[src/rtl/spi_flash_read_sequencer.sv]
// spi_flash_read_sequencer
//
// Runs complete SPI flash READ transactions for the 6809-side bus logic.
// A transaction is the READ opcode, a 24-bit address (MSB first) and then
// N data bytes. Each byte is handed to an external byte-level shift engine
// through a start/done handshake. Received data bytes go back to the bus
// logic one at a time through a valid/ready handshake. Flash chip select
// is owned here, with programmable setup and hold spacing.
//
// Ports:
//   clk         system clock
//   rst_n       synchronous active-low reset
//   req         start request, only looked at while idle
//   addr        flash byte address, captured when req is accepted
//   len         number of data bytes, captured when req is accepted
//   abort       ends the current transaction early
//   busy        transaction in progress
//   done        one-cycle pulse when a transaction ends (any reason)
//   rd_data     received data byte
//   rd_valid    rd_data holds a byte that has not yet been accepted
//   rd_ready    consumer takes rd_data when rd_valid && rd_ready
//   xfer_start  one-cycle pulse telling the engine to shift xfer_tx
//   xfer_tx     byte for the engine, stable until xfer_done
//   xfer_done   one-cycle pulse from the engine, xfer_rx valid with it
//   xfer_rx     byte shifted in by the engine
//   flash_cs_n  flash chip select, active low

module spi_flash_read_sequencer #(
    parameter logic [7:0] READ_CMD     = 8'h03,
    parameter int         LEN_W        = 8,
    parameter int         CS_SETUP_CYC = 2,
    parameter int         CS_HOLD_CYC  = 2
) (
    input  logic             clk,
    input  logic             rst_n,
    input  logic             req,
    input  logic [23:0]      addr,
    input  logic [LEN_W-1:0] len,
    input  logic             abort,
    output logic             busy,
    output logic             done,
    output logic [7:0]       rd_data,
    output logic             rd_valid,
    input  logic             rd_ready,
    output logic             xfer_start,
    output logic [7:0]       xfer_tx,
    input  logic             xfer_done,
    input  logic [7:0]       xfer_rx,
    output logic             flash_cs_n
);

    localparam logic [3:0] IDLE    = 4'd0;
    localparam logic [3:0] SETUP   = 4'd1;
    localparam logic [3:0] CMD     = 4'd2;
    localparam logic [3:0] ADR2    = 4'd3;
    localparam logic [3:0] ADR1    = 4'd4;
    localparam logic [3:0] ADR0    = 4'd5;
    localparam logic [3:0] DATA    = 4'd6;
    localparam logic [3:0] PRESENT = 4'd7;
    localparam logic [3:0] HOLD    = 4'd8;
    localparam logic [3:0] FIN     = 4'd9;

    // One shared counter times both the chip-select setup and hold gaps,
    // so it is sized for the longer of the two.
    localparam int CYC_MAX = (CS_SETUP_CYC > CS_HOLD_CYC) ? CS_SETUP_CYC : CS_HOLD_CYC;
    localparam int CYC_W   = (CYC_MAX > 1) ? $clog2(CYC_MAX) : 1;
    localparam logic [CYC_W-1:0] SETUP_LAST = CYC_W'(CS_SETUP_CYC - 1);
    localparam logic [CYC_W-1:0] HOLD_LAST  = CYC_W'(CS_HOLD_CYC - 1);

    logic [3:0]       state;
    logic [23:0]      addr_q;
    logic [LEN_W-1:0] remaining;
    logic [CYC_W-1:0] cyc_cnt;
    logic             abort_pend;
    logic             abort_any;
    logic             in_byte_wait;

    // An abort seen while a byte is in flight is remembered, because the
    // byte must still finish before the transaction is torn down.
    assign abort_any    = abort | abort_pend;
    assign in_byte_wait = (state == CMD) || (state == ADR2) || (state == ADR1) ||
                          (state == ADR0) || (state == DATA);

    // Main sequencer. Every output is registered. xfer_start and done are
    // pulses, so they default low each cycle and are raised only on the
    // transition that needs them. A transaction always leaves through HOLD
    // (chip select already high) and FIN (done pulse). FIN is also reached
    // straight from IDLE for a zero-length request. In that case done comes
    // one cycle later, so busy is still seen high for a cycle before done.
    // The byte counter is loaded with len and tested for one before it
    // decrements, so the full LEN_W range is usable without wrapping.
    always_ff @(posedge clk) begin
        if (!rst_n) begin
            state      <= IDLE;
            addr_q     <= 24'h000000;
            remaining  <= '0;
            cyc_cnt    <= '0;
            abort_pend <= 1'b0;
            busy       <= 1'b0;
            done       <= 1'b0;
            rd_data    <= 8'h00;
            rd_valid   <= 1'b0;
            xfer_start <= 1'b0;
            xfer_tx    <= 8'h00;
            flash_cs_n <= 1'b1;
        end else begin
            xfer_start <= 1'b0;
            done       <= 1'b0;

            if (abort && in_byte_wait) begin
                abort_pend <= 1'b1;
            end

            case (state)
                IDLE: begin
                    abort_pend <= 1'b0;
                    if (req) begin
                        addr_q    <= addr;
                        remaining <= len;
                        busy      <= 1'b1;
                        cyc_cnt   <= '0;
                        if (len == '0) begin
                            state <= FIN;
                        end else begin
                            flash_cs_n <= 1'b0;
                            state      <= SETUP;
                        end
                    end
                end

                SETUP: begin
                    if (abort) begin
                        flash_cs_n <= 1'b1;
                        cyc_cnt    <= '0;
                        state      <= HOLD;
                    end else if (cyc_cnt == SETUP_LAST) begin
                        cyc_cnt    <= '0;
                        xfer_start <= 1'b1;
                        xfer_tx    <= READ_CMD;
                        state      <= CMD;
                    end else begin
                        cyc_cnt <= cyc_cnt + 1'b1;
                    end
                end

                CMD, ADR2, ADR1, ADR0, DATA: begin
                    if (xfer_done) begin
                        if (abort_any) begin
                            flash_cs_n <= 1'b1;
                            cyc_cnt    <= '0;
                            state      <= HOLD;
                        end else if (state == DATA) begin
                            rd_data  <= xfer_rx;
                            rd_valid <= 1'b1;
                            state    <= PRESENT;
                        end else begin
                            xfer_start <= 1'b1;
                            case (state)
                                CMD:     begin xfer_tx <= addr_q[23:16]; state <= ADR2; end
                                ADR2:    begin xfer_tx <= addr_q[15:8];  state <= ADR1; end
                                ADR1:    begin xfer_tx <= addr_q[7:0];   state <= ADR0; end
                                default: begin xfer_tx <= 8'h00;         state <= DATA; end
                            endcase
                        end
                    end
                end

                PRESENT: begin
                    if (abort) begin
                        rd_valid   <= 1'b0;
                        flash_cs_n <= 1'b1;
                        cyc_cnt    <= '0;
                        state      <= HOLD;
                    end else if (rd_ready) begin
                        rd_valid  <= 1'b0;
                        remaining <= remaining - LEN_W'(1);
                        if (remaining == LEN_W'(1)) begin
                            flash_cs_n <= 1'b1;
                            cyc_cnt    <= '0;
                            state      <= HOLD;
                        end else begin
                            xfer_start <= 1'b1;
                            xfer_tx    <= 8'h00;
                            state      <= DATA;
                        end
                    end
                end

                HOLD: begin
                    if (cyc_cnt == HOLD_LAST) begin
                        cyc_cnt <= '0;
                        done    <= 1'b1;
                        state   <= FIN;
                    end else begin
                        cyc_cnt <= cyc_cnt + 1'b1;
                    end
                end

                FIN: begin
                    if (done) begin
                        busy  <= 1'b0;
                        state <= IDLE;
                    end else begin
                        done <= 1'b1;
                    end
                end

                default: begin
                    state <= IDLE;
                end
            endcase
        end
    end

endmodule
[config.mk]
export PLATFORM = sky130hd
export DESIGN_NAME = spi_flash_read_sequencer
export DESIGN_NICKNAME = d
export VERILOG_FILES = /design/src/rtl/spi_flash_read_sequencer.sv
export SDC_FILE = /design/constraint.sdc
export NUM_CORES = 1
export LEC_CHECK = 0
export CORE_AREA = 2 2 83 85
export DETAILED_ROUTE_END_ITERATION = 16
export DIE_AREA = 0 0 85 87
export GPL_TIMING_DRIVEN = 1
export PLACE_DENSITY_LB_ADDON = 0.15
export SLEW_MARGIN = 30
export SYNTH_ARGS = -nofsm -noshare
export SYNTH_HDL_FRONTEND = slang
export SYNTH_SLANG_ARGS = --single-unit
[constraint.sdc]
create_clock -name clk -period 4.3 [get_ports clk]
set_clock_uncertainty 0.05 [all_clocks]
set_input_delay 0.86 -clock clk [delete_from_list [all_inputs] [get_ports clk]]
set_output_delay 0.86 -clock clk [all_outputs]
set_load 0.01 [all_outputs]
# Word level (Yosys, flattened, before mapping)

Index checks and enable logic that the tools add are counted.

Register bits after elaboration: 59
Output and inout port bits: 21
Input bits: 46
Logic and storage cells: 135

Multiplexer cells: 66
Bitwise logic cells: 3
Equal/unequal tests: 28
Reduce and logical (&&, ||, !) cells: 24
Add/sub/neg operators: 2

Operators by type and width:

| kind                                                 | number |
|---|---|
| 2-to-1 mux 8 bit                                     | 11 |
| case mux 8 bit (3 select lines)                      | 2 |
| 2-to-1 mux 4 bit                                     | 11 |
| 2-to-1 mux 1 bit                                     | 32 |
| != test 2 bit (second input constant)                | 15 |
| case mux 4 bit (6 select lines)                      | 1 |
| equality test 4 x 3 -> 1 bit (second input constant) | 4 |
| case mux 8 bit (2 select lines)                      | 1 |
| AND reduction 6 bit                                  | 2 |
| != test 3 bit (second input constant)                | 3 |
| case mux 3 bit (3 select lines)                      | 1 |
| AND reduction 9 bit                                  | 1 |
| equality test 4 x 2 -> 1 bit (second input constant) | 2 |
| equality test 4 bit (second input constant)          | 2 |
| equality test 8 x 1 -> 1 bit (second input constant) | 1 |
| zero test 8 bit                                      | 1 |
| AND reduction 4 bit                                  | 2 |
| AND reduction 8 bit                                  | 1 |
| subtractor 8 x 1 -> 8 bit (second input constant)    | 1 |
| case mux 1 bit (2 select lines)                      | 3 |
| nonzero test 2 bit                                   | 3 |
| case mux 1 bit (5 select lines)                      | 1 |
| AND reduction 5 bit                                  | 1 |
| nonzero test 5 bit                                   | 1 |
| 16 further kinds                                     | 20 |

# Logic depth before layout (Yosys ltp)

Gate-level depths: netlist (run 1).

Depth in word-level cells: 6
Gate-level depth with buffers: 9
Gate-level depth less buffers: 7

# Worst setup path before layout (run 1)

Ideal clock, no wire load.

Path type: input -> register
Start point: input req
End point: register remaining[2]
Slack: 1.963 ns
Data arrival time: 2.170 ns
Required time: 4.133 ns
Cell stages on the path: 5
Setup time: 0.117 ns
Buffers on the path: 0
Path through: or4b_4 a21oi_4 a21boi_4 o21ai_1 a32o_1

Cells in the longest elaborated chain, start to end: 2

RTL lines:

| what                          | RTL line | text |
|---|---|---|
| start: declaration            | 36       | `input logic req,` |
| != test 2 bit (no line)       | -        |  |
| AND reduction 4 bit (no line) | -        |  |
| end signal: assignment        | 119      | `remaining <= len;` |
| end signal: assignment        | 176      | `remaining <= remaining - LEN_W'(1);` |
| end: declaration              | 72       | `logic [LEN_W-1:0] remaining;` |

Every way passes these cells.
A chain may end at the register's enable or synchronous reset.

# Final worst setup path (run 1)

Start point: input abort
End point: register xfer_tx[4]

Cells in the longest elaborated chain, start to end: 3
Elaborated cells on any way between the ends: 5
Those cells by class: eq/ne (3); bitwise (1); reduce/logical (1)

RTL lines:

| what                            | RTL line | text |
|---|---|---|
| start: declaration              | 39       | `input logic abort,` |
| OR 1 bit                        | 80       | `assign abort_any = abort \| abort_pend;` |
| != test 2 bit (no line)         | -        |  |
| AND reduction 9 bit (no line) * | -        |  |
| end signal: assignment          | 104      | `xfer_tx <= 8'h00;` |
| end signal: assignment          | 139      | `xfer_tx <= READ_CMD;` |
| end signal: assignment          | 159      | `CMD: begin xfer_tx <= addr_q[23:16]; state <= ADR2; end` |
| end: declaration                | 46       | `output logic [7:0] xfer_tx,` |

Mark *: on every way between the ends. The rest lies on a longest branch, timed or not.

==> reports/results.ini, run 1 <==
[cells_and_area]
area_growth_pct = 25.39
n_antenna_cell = 0
drive_gt1_share_pct = 7.399
layout_commonest_cell = nand2_1
layout_common_cells = nand2_1 (76), clkdlybuf4s50_1 (66), dfxtp_1 (58)
n_fill_cell = 606
fin_nets = 463

[cts]
cts_resized = 0
cts.htree.levels = 3
cts_root_buf = clkbuf_8
cts_hold_buf = 0
post-cts-setup-buffer-count = 0
cts_tree = yes
cts.clk_slew.worst_paths_ps = 60
clock_latency_ps = 340
clockBufferDepth = 2
cts_sinks = 59
cts_buffers = 9

[yosys]
synth_cell_types = 65
synth_top_area_share_pct = 39.35
synth_ff_type = dfxtp_1
postSynthAreaPerCell_um2 = 8.201
synth_area_um2 = 3002
yosysTopAreaCell = dfxtp_1
ys_seq_elements = 59
syn_inst = 366
yosys_warnings = 0
synth_area_leaders = dfxtp_1 (39%), nand2_1 (9.5%), a21oi_1 (6.0%)
async_flop_share_pct = 0
ys_seq_area_share_pct = 39.35
synth_edf_count = 0
synth_nets = 414

[setup_path]
slowest_delay_ps = 690
end_kind = register
worstPathCellList = clkdlybuf4s50_1, nor3_1, and3_1, o221ai_1, o311a_1
crit_cells = 5
cp.required_ps = 4460
rr_worst_depth = 5
crit_family = simple AND/OR/NAND/NOR gates
cp-endpoint = xfer_tx[4]
r2r_start = state[0]
regToRegSetupSlack_ps = 1720
cp-start-kind = input port
path_class = input port to register
worst_path_max_delay_cell = clkdlybuf4s50_1
reg2reg_to = xfer_tx[4]
worst-path-buf-inv = 1
cp_max_fo = 17
critPathLaunch = abort
crit_arrival_ps = 2970

[run]
drv_cap = 0

[power_and_ir_drop]
seq_power_share_pct = 43.1
swShare_pct = 36.80
power_frac_clock_pct = 23.9
switching_power_uw = 655.5
p_int_uw = 1126
p_per_area_nw_per_um2 = 473.3
p_leak_uw = 0.001361
p_comb_share_pct = 33.0
ir_drop_mv = 0.2553

[timing]
slew_violations = 0
fin_ws_ps = 1495
finalSetupTns_ps = 0
fin_crit_ps = 2805
setup_violations = 0
fmax_ghz = 0.3565
maxSlewHeadroom_pct = 39.04
worst_pin_slew_ps = 911.8
hold_violations = 0
rsz0062_at_grt = false
min_period_over_period_pct = 65.23

[die]
die_w_um = 85
fp.coreArea_um2 = 6569
pin_count = 67
core.rowCount = 30
die_h_um = 87
die-area_um2 = 7395
initial_core_util_pct = 45.70

[status]
status = finished, final reports clean

[route]
drt_iter0_drc = 252
drtAntennaViolNets = 0
wl_um = 7773
post-route-drc-count = 0
num_vias = 2935
first_pass_iters = 5
routedWlPerCell_um = 15.58
routed_via_density = 5.882

[global_routing]
antenna_found_initial = 0
grt_overflow = 0
grt_pass1_wl_um = 12990
grt_pass1_vias = 2790
track_usage_pct = 21.94
grt_max_degree = 29

[place]
place_ws_ps = 1167
gp_congestion = 0.9240
dp.final_hpwl_um = 5375
port_buffers = 66

[worst_hold_path]
hold_class = register to register

power groups by stage:
stage               Clock [µW]  Sequential (µW)  Combinational [µW]
floorplan                    0              705                 493
global placement             0              774                 575
detailed placement           0              776                 583
CTS                        435              765                 587
global route               456              787                 651
finish                     425              768                 587
worst min-delay path: stages (launching register included):
cell and delay, ps:
dfxtp_1 310, nand2_1 50, a21oi_1 50
final cells by class:
class / instances / area, µm² / share of cell area, %
Inverter: 6 / 22.52 / 0.5984
Multi-Input combinational cell: 271 / 1623 / 43.12
Sequential cell: 59 / 1182 / 31.42
Timing Repair Buffer: 68 / 675.6 / 17.95
Tap cell: 80 / 100.1 / 2.660
Clock inverter: 3 / 15.01 / 0.3989
Clock buffer: 12 / 145.1 / 3.856
registers in the layout (all words and copies together), names as in the netlist:
register / count
remaining: 8
done: 1
rd_valid: 1
rd_data: 8
abort_pend: 1
state: 4
cyc_cnt: 1
flash_cs_n: 1
busy: 1
addr_q: 24
xfer_start: 1
xfer_tx: 8
per-stage QoR:
| step | instances | hold slack [ps] | instance area (µm²) | utilization [%] | total power, µW |
|---|---|---|---|---|---|
| 2_1_floorplan | 366 | 386.0 | 3002 | - | 1197 |
| 3_3_place_gp | 484 | 392.7 | 3602 | 54.84 | 1350 |
| 3_5_place_dp | 484 | 397.8 | 3602 | 54.84 | 1358 |
| 4_1_cts | 499 | 406.9 | 3762 | 57.28 | 1786 |
| 5_1_grt | 499 | 429.6 | 3764 | 57.30 | 1894 |
| 6_report | 499 | 406.2 | 3764 | 57.30 | 1781 |
worst min path at each step:
stage	from	endpoint	slack, ps	cells past startpoint
final	addr_q[19]	addr_q[19]	410	2
after global routing	addr_q[12]	addr_q[12]	430	2
after CTS	addr_q[21]	addr_q[21]	410	2
after detailed placement	addr_q[21]	addr_q[21]	400	2
after global placement	addr_q[14]	addr_q[14]	390	2
after floorplan	addr_q[0]	addr_q[0]	390	2
layer usage:
layer / routed length (µm) / global-route usage (%)
met5: 0 / 0
met4: 130 / 11.26
met3: 434 / 3.886
met2: 3720 / 34.66
met1: 3488 / 28.81
Yosys cell counts (3+ instances only):
library cell   n
o21ai_0       11
and3_1         3
o41ai_1        3
nor3_1         6
o221ai_1       8
a22oi_1       11
nand2_1       76
nand3_1        5
nor2_1        25
o311a_1        8
or3_1          5
buf_2          6
mux2i_1        9
nand3b_1       4
clkbuf_1      15
clkbuf_8       4
inv_1          5
dfxtp_1       59
a21oi_1       36
nor4_1         4
nor2b_1        3
o31ai_1        4
logic make-up after synthesis:
logic type / Yosys count / synth area share (%)
flops: 59 / 39.35
simple gates: 151 / 24.22
fa+ha+maj: 2 / 0.8335
mux: 9 / 3.001
buf+inv: 36 / 6.586
compound gates: 109 / 26.01
Note: power is estimated with default switching activity, not from simulation.
==> run 2, diff against run 1 <==
Settings changed: CORE_AREA 2 2 83 85 to 2 2 84 86, DIE_AREA 0 0 85 87 to 0 0 86 88.
Clock period 4.3 ns to 2.4 ns, I/O delays scaled along.
==> run 2 against run 1 <==
Sequential power rose by 69%. Largest power group unchanged. Die area is 2.3% higher. Non-clock buffer count rose by 24. Register-to-register slack got worse by 1400 ps. Design area is 7.1% higher. First-iteration DRC count is 42% lower. Routed wire length is 2.4% higher. Largest cell class unchanged. Utilization is 3.4 points higher.
==> reports/results.ini, run 2 (synthesis gave the netlist of run 1 again) <==
[status]
status = finished, final reports clean

[power_and_ir_drop]
ir_drop_mv = 0.4215
p_per_area_nw_per_um2 = 884.0
p_leak_uw = 0.001517

[cts]
cts_hold_buf = 0
cts_resized = 0
cts_tree = yes
cts_root_buf = clkbuf_8
cts_sinks = 59
clock_latency_ps = 330
clockBufferDepth = 2
post-cts-setup-buffer-count = 0
cts_buffers = 9
cts.clk_slew.worst_paths_ps = 70
cts.htree.levels = 3

[global_routing]
grt_max_degree = 30
track_usage_pct = 21.93
grt_overflow = 0
grt_pass1_wl_um = 13090
grt_pass1_vias = 2732
antenna_found_initial = 0

[setup_path]
cp_max_fo = 9
end_kind = register
crit_arrival_ps = 2300
cp-start-kind = input port
cp.required_ps = 2580
path_class = input port to register

[cells_and_area]
fin_nets = 487
drive_gt1_share_pct = 12.64
largest-register = addr_q
n_fill_cell = 605
layout_common_cells = nand2_1 (76), clkdlybuf4s50_1 (66), dfxtp_1 (59)
area_growth_pct = 34.35
final_core_util_pct = 60.70
largest_register_ffs = 24
design_area_um2 = 4033
n_antenna_cell = 0
final_cells = 523
layout_commonest_cell = nand2_1

[route]
num_vias = 2935
wl_um = 7963
routedWlPerCell_um = 15.23
first_pass_iters = 5
post-route-drc-count = 0
routed_via_density = 5.612
drtAntennaViolNets = 0
drt_iter0_drc = 146

[place]
dp.final_hpwl_um = 5749
port_buffers = 66
dpl_cell_area_um2 = 3807
gp_congestion = 0.9408
dpl.cell_count = 508

[die]
core.rowCount = 30
die_h_um = 88
pin_count = 67
initial_core_util_pct = 45.18
fp.coreArea_um2 = 6644
die_w_um = 86
die-area_um2 = 7568

[timing]
setup_violations = 0
rsz0062_at_grt = false
maxSlewHeadroom_pct = 60.22
min_period_over_period_pct = 88.42
fmax_ghz = 0.4713
slew_violations = 0
finalSetupTns_ps = 0
fin_crit_ps = 2122
worst_pin_slew_ps = 596.0
hold_violations = 0

[run]
drv_cap = 0

[worst_hold_path]
hold_class = register to register

[run 2: final timing paths]
| kind | start | cells after the start | endpoint | slack, ps |
|---|---|---|---|---|
| setup reg to reg | state[2] | 5 | remaining[2] | 300 |
| hold / removal | addr_q[1] | 2 | addr_q[1] | 400 |
| hold reg to reg | addr_q[1] | 2 | addr_q[1] | 400 |
| setup / recovery | req | 6 | remaining[2] | 280 |
[run 2: worst max-delay path, stage by stage]
cell             delay, ps
clkdlybuf4s50_1        480
or4b_4                 480
a21oi_4                170
a21boi_4               320
o21ai_1                110
a32o_1                 260
[run 2: power by group]
| group | switching (µW) | total (µW) | internal [µW] |
|---|---|---|---|
| Combinational | 667 | 1240 | 577 |
| Clock | 387 | 1020 | 635 |
| Sequential | 148 | 1300 | 1150 |
| Total | 1200 | 3560 | 2360 |
[run 2: per-layer routing]
layer	vias to the layer above	routed length (µm)	share of wire [%]	GRT usage (%)
met5	-	0	0	0
met4	0	94	1.2	6.782
met3	10	487	6.1	5.749
met2	82	3961	50	37.07
met1	1370	3420	43	27.44
li1	1473	-	-	-
[run 2: per-stage QoR]
step / hold WS [ps] / power [µW] / setup slack [ps]
floorplan: 386.0 / 2145 / 442.6
global placement: 391.7 / 2536 / -62.01
detailed placement: 396.5 / 2560 / -63.71
CTS: 405.6 / 3586 / 278.1
global route: 418.6 / 3799 / 91.37
finish: 404.5 / 3565 / 278.0
[run 2: layout make-up]
type	instances	area, µm²	share of cell area [%]
flip-flops and latches	59	1181	29.29
clock inverters	4	73.82	1.831
repair buffers	92	880.8	21.84
inverters	6	22.52	0.5585
multi-input cells	271	1623	40.24
clock buffers	11	151.4	3.754
well taps	80	100.1	2.482
